### src/rtl/embed_spi_loader.sv
// rtl/embed_spi_loader.sv - serial program-load responder that turns host frames into single bus cycles
module embed_spi_loader #(
    parameter int SYNC_STAGES = 2,
    parameter int BUS_TIMEOUT = 255
) (
    input  logic        i_clk,
    input  logic        i_rst,
    input  logic        i_enable,
    input  logic        i_spi_clk,
    input  logic        i_spi_mosi,
    output logic        o_spi_miso,
    output logic        o_wb_cyc,
    output logic        o_wb_stb,
    output logic        o_wb_we,
    output logic [23:0] o_wb_adr,
    output logic [15:0] o_wb_dat,
    input  logic [15:0] i_wb_dat,
    input  logic        i_wb_ack,
    input  logic        i_wb_err,
    output logic        o_err,
    output logic        o_busy
);
    localparam int TW = (BUS_TIMEOUT < 2) ? 1 : $clog2(BUS_TIMEOUT + 1);

    typedef enum logic [2:0] {
        S_IDLE, S_ADDR, S_WE, S_DATA, S_BUS, S_DONE, S_RDOUT
    } state_t;

    logic [SYNC_STAGES-1:0] sclk_sync_q;
    logic [SYNC_STAGES-1:0] mosi_sync_q;
    logic                   sclk_prev_q;
    state_t                 state_q;
    logic [4:0]             cnt_q;
    logic [TW-1:0]          tmo_q;
    logic [23:0]            adr_q;
    logic [15:0]            dat_q;
    logic [15:0]            rdata_q;
    logic                   we_q;
    logic                   cyc_q;
    logic                   rd_ok_q;
    logic                   miso_q;
    logic                   err_q;

    logic       spi_edge;
    logic       mosi_s;
    logic [3:0] rd_idx_next;

    assign spi_edge    = sclk_sync_q[SYNC_STAGES-1] & ~sclk_prev_q;
    assign mosi_s      = mosi_sync_q[SYNC_STAGES-1];
    assign rd_idx_next = cnt_q[3:0] + 4'd1;

    // Bring the asynchronous host lines into the i_clk domain and remember the last clock level
    always_ff @(posedge i_clk or posedge i_rst) begin
        if (i_rst) begin
            sclk_sync_q <= '0;
            mosi_sync_q <= '0;
            sclk_prev_q <= 1'b0;
        end else begin
            sclk_sync_q <= {sclk_sync_q[SYNC_STAGES-2:0], i_spi_clk};
            mosi_sync_q <= {mosi_sync_q[SYNC_STAGES-2:0], i_spi_mosi};
            sclk_prev_q <= sclk_sync_q[SYNC_STAGES-1];
        end
    end

    // Frame FSM: shifts the request in, runs the bus cycle, then reports status / read data
    always_ff @(posedge i_clk or posedge i_rst) begin
        if (i_rst) begin
            state_q <= S_IDLE;
            cnt_q   <= '0;
            tmo_q   <= '0;
            adr_q   <= '0;
            dat_q   <= '0;
            rdata_q <= '0;
            we_q    <= 1'b0;
            cyc_q   <= 1'b0;
            rd_ok_q <= 1'b0;
            miso_q  <= 1'b1;
            err_q   <= 1'b0;
        end else begin
            case (state_q)
                S_IDLE: begin
                    miso_q <= 1'b1;
                    if (spi_edge && !mosi_s && i_enable) begin
                        state_q <= S_ADDR;
                        cnt_q   <= '0;
                    end
                end
                S_ADDR: begin
                    if (!i_enable) begin
                        state_q <= S_IDLE;
                        cnt_q   <= '0;
                    end else if (spi_edge) begin
                        adr_q[cnt_q] <= mosi_s;
                        if (cnt_q == 5'd23) begin
                            cnt_q   <= '0;
                            state_q <= S_WE;
                        end else begin
                            cnt_q <= cnt_q + 5'd1;
                        end
                    end
                end
                S_WE: begin
                    if (!i_enable) begin
                        state_q <= S_IDLE;
                    end else if (spi_edge) begin
                        we_q  <= mosi_s;
                        cnt_q <= '0;
                        if (mosi_s) begin
                            state_q <= S_DATA;
                        end else begin
                            state_q <= S_BUS;
                            cyc_q   <= 1'b1;
                            tmo_q   <= '0;
                        end
                    end
                end
                S_DATA: begin
                    if (!i_enable) begin
                        state_q <= S_IDLE;
                        cnt_q   <= '0;
                    end else if (spi_edge) begin
                        dat_q[cnt_q[3:0]] <= mosi_s;
                        if (cnt_q == 5'd15) begin
                            cnt_q   <= '0;
                            state_q <= S_BUS;
                            cyc_q   <= 1'b1;
                            tmo_q   <= '0;
                        end else begin
                            cnt_q <= cnt_q + 5'd1;
                        end
                    end
                end
                S_BUS: begin
                    // Host edges are ignored here; the cycle always runs to ack, err or timeout
                    if (i_wb_ack || i_wb_err || (tmo_q == TW'(BUS_TIMEOUT))) begin
                        cyc_q <= 1'b0;
                        if (i_wb_ack) begin
                            if (!we_q) begin
                                rdata_q <= i_wb_dat;
                            end
                            rd_ok_q <= !we_q;
                        end else begin
                            err_q   <= 1'b1;
                            rd_ok_q <= 1'b0;
                        end
                        if (i_enable) begin
                            state_q <= S_DONE;
                            miso_q  <= 1'b0;
                        end else begin
                            state_q <= S_IDLE;
                        end
                    end else begin
                        tmo_q <= tmo_q + 1'b1;
                    end
                end
                S_DONE: begin
                    if (!i_enable) begin
                        state_q <= S_IDLE;
                        miso_q  <= 1'b1;
                    end else if (spi_edge) begin
                        if (rd_ok_q) begin
                            state_q <= S_RDOUT;
                            cnt_q   <= '0;
                            miso_q  <= rdata_q[0];
                        end else begin
                            state_q <= S_IDLE;
                            miso_q  <= 1'b1;
                        end
                    end
                end
                S_RDOUT: begin
                    if (!i_enable || (spi_edge && cnt_q == 5'd15)) begin
                        state_q <= S_IDLE;
                        cnt_q   <= '0;
                        miso_q  <= 1'b1;
                    end else if (spi_edge) begin
                        cnt_q  <= cnt_q + 5'd1;
                        miso_q <= rdata_q[rd_idx_next];
                    end
                end
                default: begin
                    state_q <= S_IDLE;
                    miso_q  <= 1'b1;
                end
            endcase
        end
    end

    assign o_spi_miso = miso_q;
    assign o_wb_cyc   = cyc_q;
    assign o_wb_stb   = cyc_q;
    assign o_wb_we    = we_q;
    assign o_wb_adr   = adr_q;
    assign o_wb_dat   = dat_q;
    assign o_err      = err_q;
    assign o_busy     = (state_q != S_IDLE);
endmodule

### config.mk
export PLATFORM = sky130hd
export DESIGN_NAME = embed_spi_loader
export DESIGN_NICKNAME = d
export VERILOG_FILES = /design/src/rtl/embed_spi_loader.sv
export SDC_FILE = /design/constraint.sdc
export NUM_CORES = 1
export LEC_CHECK = 0
export CORE_ASPECT_RATIO = 0.9
export CORE_UTILIZATION = 48
export CTS_CLUSTER_DIAMETER = 60
export DETAILED_ROUTE_END_ITERATION = 8
export PLACE_DENSITY_LB_ADDON = 0.2
export REMOVE_ABC_BUFFERS = 1
export SLEW_MARGIN = 40
export SYNTH_ARGS = -nofsm -noshare
export SYNTH_HDL_FRONTEND = slang
export SYNTH_SLANG_ARGS = --single-unit
export TNS_END_PERCENT = 5
### constraint.sdc
create_clock -name i_clk -period 2.4 [get_ports i_clk]
set_input_delay 0.24 -clock i_clk [delete_from_list [all_inputs] [get_ports i_clk]]
set_output_delay 0.24 -clock i_clk [all_outputs]
set_load 0.005 [all_outputs]
==> metrics <==
status completed; # IOs 69; maximum capacitance violations 0; Placeable Area 8220 µm²; grt ovf 0; Clock Pin Slew Worst Setup and Hold Paths 0.09 ns; Routed WL 9090 µm; Placed Instances 548; First-pass DRT Iterations 4; VDD IR-drop max 0.512 mV; crit path max fanout 15; Yosys reg bits 82; Chip Height 90.4 µm; Async SR Flop Fraction 100%; initial drt markers 104; Leakage 2.35 nW; fin crit share 90.4%; Antenna Nets Post-Route 0; H-tree depth 3; WP buf/inv 1; antenna violations before repair 0; Max Clock Freq 461 MHz; sequential fraction of the synthesis area 49.2%; Slew Viols, Final 0; Critical Path Sink Type flop; Via Count 3086; PortBufs 68; Routed WL per cell 16.1 µm; Worst-Skew Late Latency 0.35 ns; DRC 0; CTS tree done; post-route insts no fill 564; arrival time of the worst setup path 2.42 ns; Final Hold Vio Count 0; die footprint 9070 µm²; Hold Path Class primary input to async pin; CP peak stage delay 0.67 ns; post-synth top area share 48.6%; EDFF count, synth 0; cts repair resizes 0; Yosys warning count 0; crit-path cells buf_4 > nand2b_1 > nor3_1 > and2_1 > nand3_1 > mux2_2; endpoints failing setup 0; post-synth design cell area 4170 µm²; Worst Max-Slew Pin Slew 0.624 ns; top cells by area, synth dfrtp_1, mux2_2, nand2_1, nand3_1, ha_1; skew final 0.00805 ns; Tmin final 2.17 ns; Final GP Congestion 0.871; via density per instance 5.47; Synth Flop Type dfrtp_1; Syn Area/Cell 11.3 µm²; layout cells sized above 1 24.3%; Worst Setup Start Kind flop; gr usage total 21.4%; Rel. slew slack 58.1%; first-pass GRT wire length 15300 µm; post-synthesis cell count 369; CP max stage cell dfrtp_1; Area Overhead vs Synth 26.6%; Die W 100 µm; CP Launch Point state_q[0]; synth unique cells 56; vias in the first global route 3053; Layout Nets 475; Yosys top cell by area dfrtp_1; Worst path top cell family by delay simple AND/OR/NAND/NOR gates; Worst Path Required 2.65 ns; Clock Path Buffers 2; CTS root buf clkbuf_8; Initial Util 50.7%; CTS buffer count 9; Pwr per Cell Area 848 nW/µm²; # diodes 0; Setup CP Type flop to flop; RSZ-0062 raised after global routing false; Tot Pwr 4.48 mW; buffer count from post-CTS setup fixing 0; reg2reg start state_q[0]; largest net degree at the start of global routing 36; CTS sink cnt 82; hold_ws 0.232 ns; FP Rows 31; Post-DP HPWL 6590 µm; setup total negative slack 0 ns
## stage by stage
stage               instance area (µm²)  setup WS [ns]  utilization, %
floorplan                          4050         0.0404               -
global placement                   5050          0.115            61.5
detailed placement                 5050         0.0816            61.5
CTS                                5280          0.137            64.2
global route                       5280         0.0719            64.2
finish                             5280          0.229            64.2
## cell families after synthesis
kind of cell | after synthesis | share of synthesized area, %
adders and majority gates | 8 | 2.40
xor gates and xnor gates | 2 | 0.420
and+or+nand+nor | 125 | 16.7
buffers and inverters | 36 | 3.96
DFF | 82 | 49.2
muxes | 69 | 19.7
AOI/OAI and AO/OA | 47 | 7.56
## state kept, by name (all words and copies together) (netlist names)
name / cells
rd_ok_q: 1
o_wb_dat: 16
o_spi_miso: 1
sclk_sync_q: 2
state_q: 3
sclk_prev_q: 1
rdata_q: 16
o_err: 1
tmo_q: 8
mosi_sync_q: 2
o_wb_adr: 24
o_wb_we: 1
o_wb_cyc: 1
cnt_q: 5
## synthesized netlist by cell type (4+ instances only)
master / n
and3_1: 5
nand3_1: 25
nor2b_1: 6
a21oi_1: 10
nor2_1: 11
inv_1: 11
mux4_2: 4
mux2i_1: 4
nand2b_1: 4
o211ai_1: 5
nand2_1: 34
mux2_2: 60
o21ai_0: 6
a31oi_1: 9
ha_1: 8
dfrtp_1: 81
nand3b_1: 4
and2_1: 8
buf_4: 4
buf_2: 5
nor3_1: 6
clkbuf_1: 12
## metal layers
metal	routed length [µm]	global-route usage, %
met1	4270	30.0
met2	4370	33.8
met3	380	5.50
met4	68	4.35
met5	0	0
## repair_timing
item                       CTS  global route
hold buffers                 0             0
hold endpoints to repair     0             0
setup endpoints to repair    0             2
## layout make-up
cell class	count	area (µm²)
clock buffers	9	124
clock inverters	7	101
fillers	674	2940
inverters	11	42.5
multi-input cells	251	1950
flip-flops and latches	82	2050
well taps	115	144
repair buffers	89	863
## layout by cell type, fill, tap and decap left out, drive strengths merged, types with 4 or more instances in the layout
cell type      instances
nor3                   7
inv                   12
clkbuf                 9
and2                   9
mux2i                  4
nand2b                 5
o21ai                  6
a21oi                 10
mux4                   4
and3                   5
o211ai                 5
nand3b                 4
clkdlybuf4s50         68
nor2                  11
a31oi                  9
nand3                 25
buf                   21
nand2                 34
nor2b                  6
dfrtp                 81
ha                     8
mux2                  61
## final timing paths
kind / to / slack (ns) / cells after the start
setup / recovery: o_wb_adr[16] / 0.23 / 6
hold / removal: o_wb_adr[6] / 0.23 / 2
setup reg to reg: o_wb_adr[16] / 0.23 / 6
hold reg to reg: sclk_sync_q[1] / 0.37 / 0
max in group asynchronous: o_spi_miso / 1.58 / 3
min in group i_clk: sclk_sync_q[0] / 0.33 / 1
## report_power, final
group,switching [mW],internal [mW]
Clock,0.529,0.597
Combinational,0.637,0.830
Sequential,0.229,1.65
Total,1.40,3.08
Power figures use the tool's default switching activity.
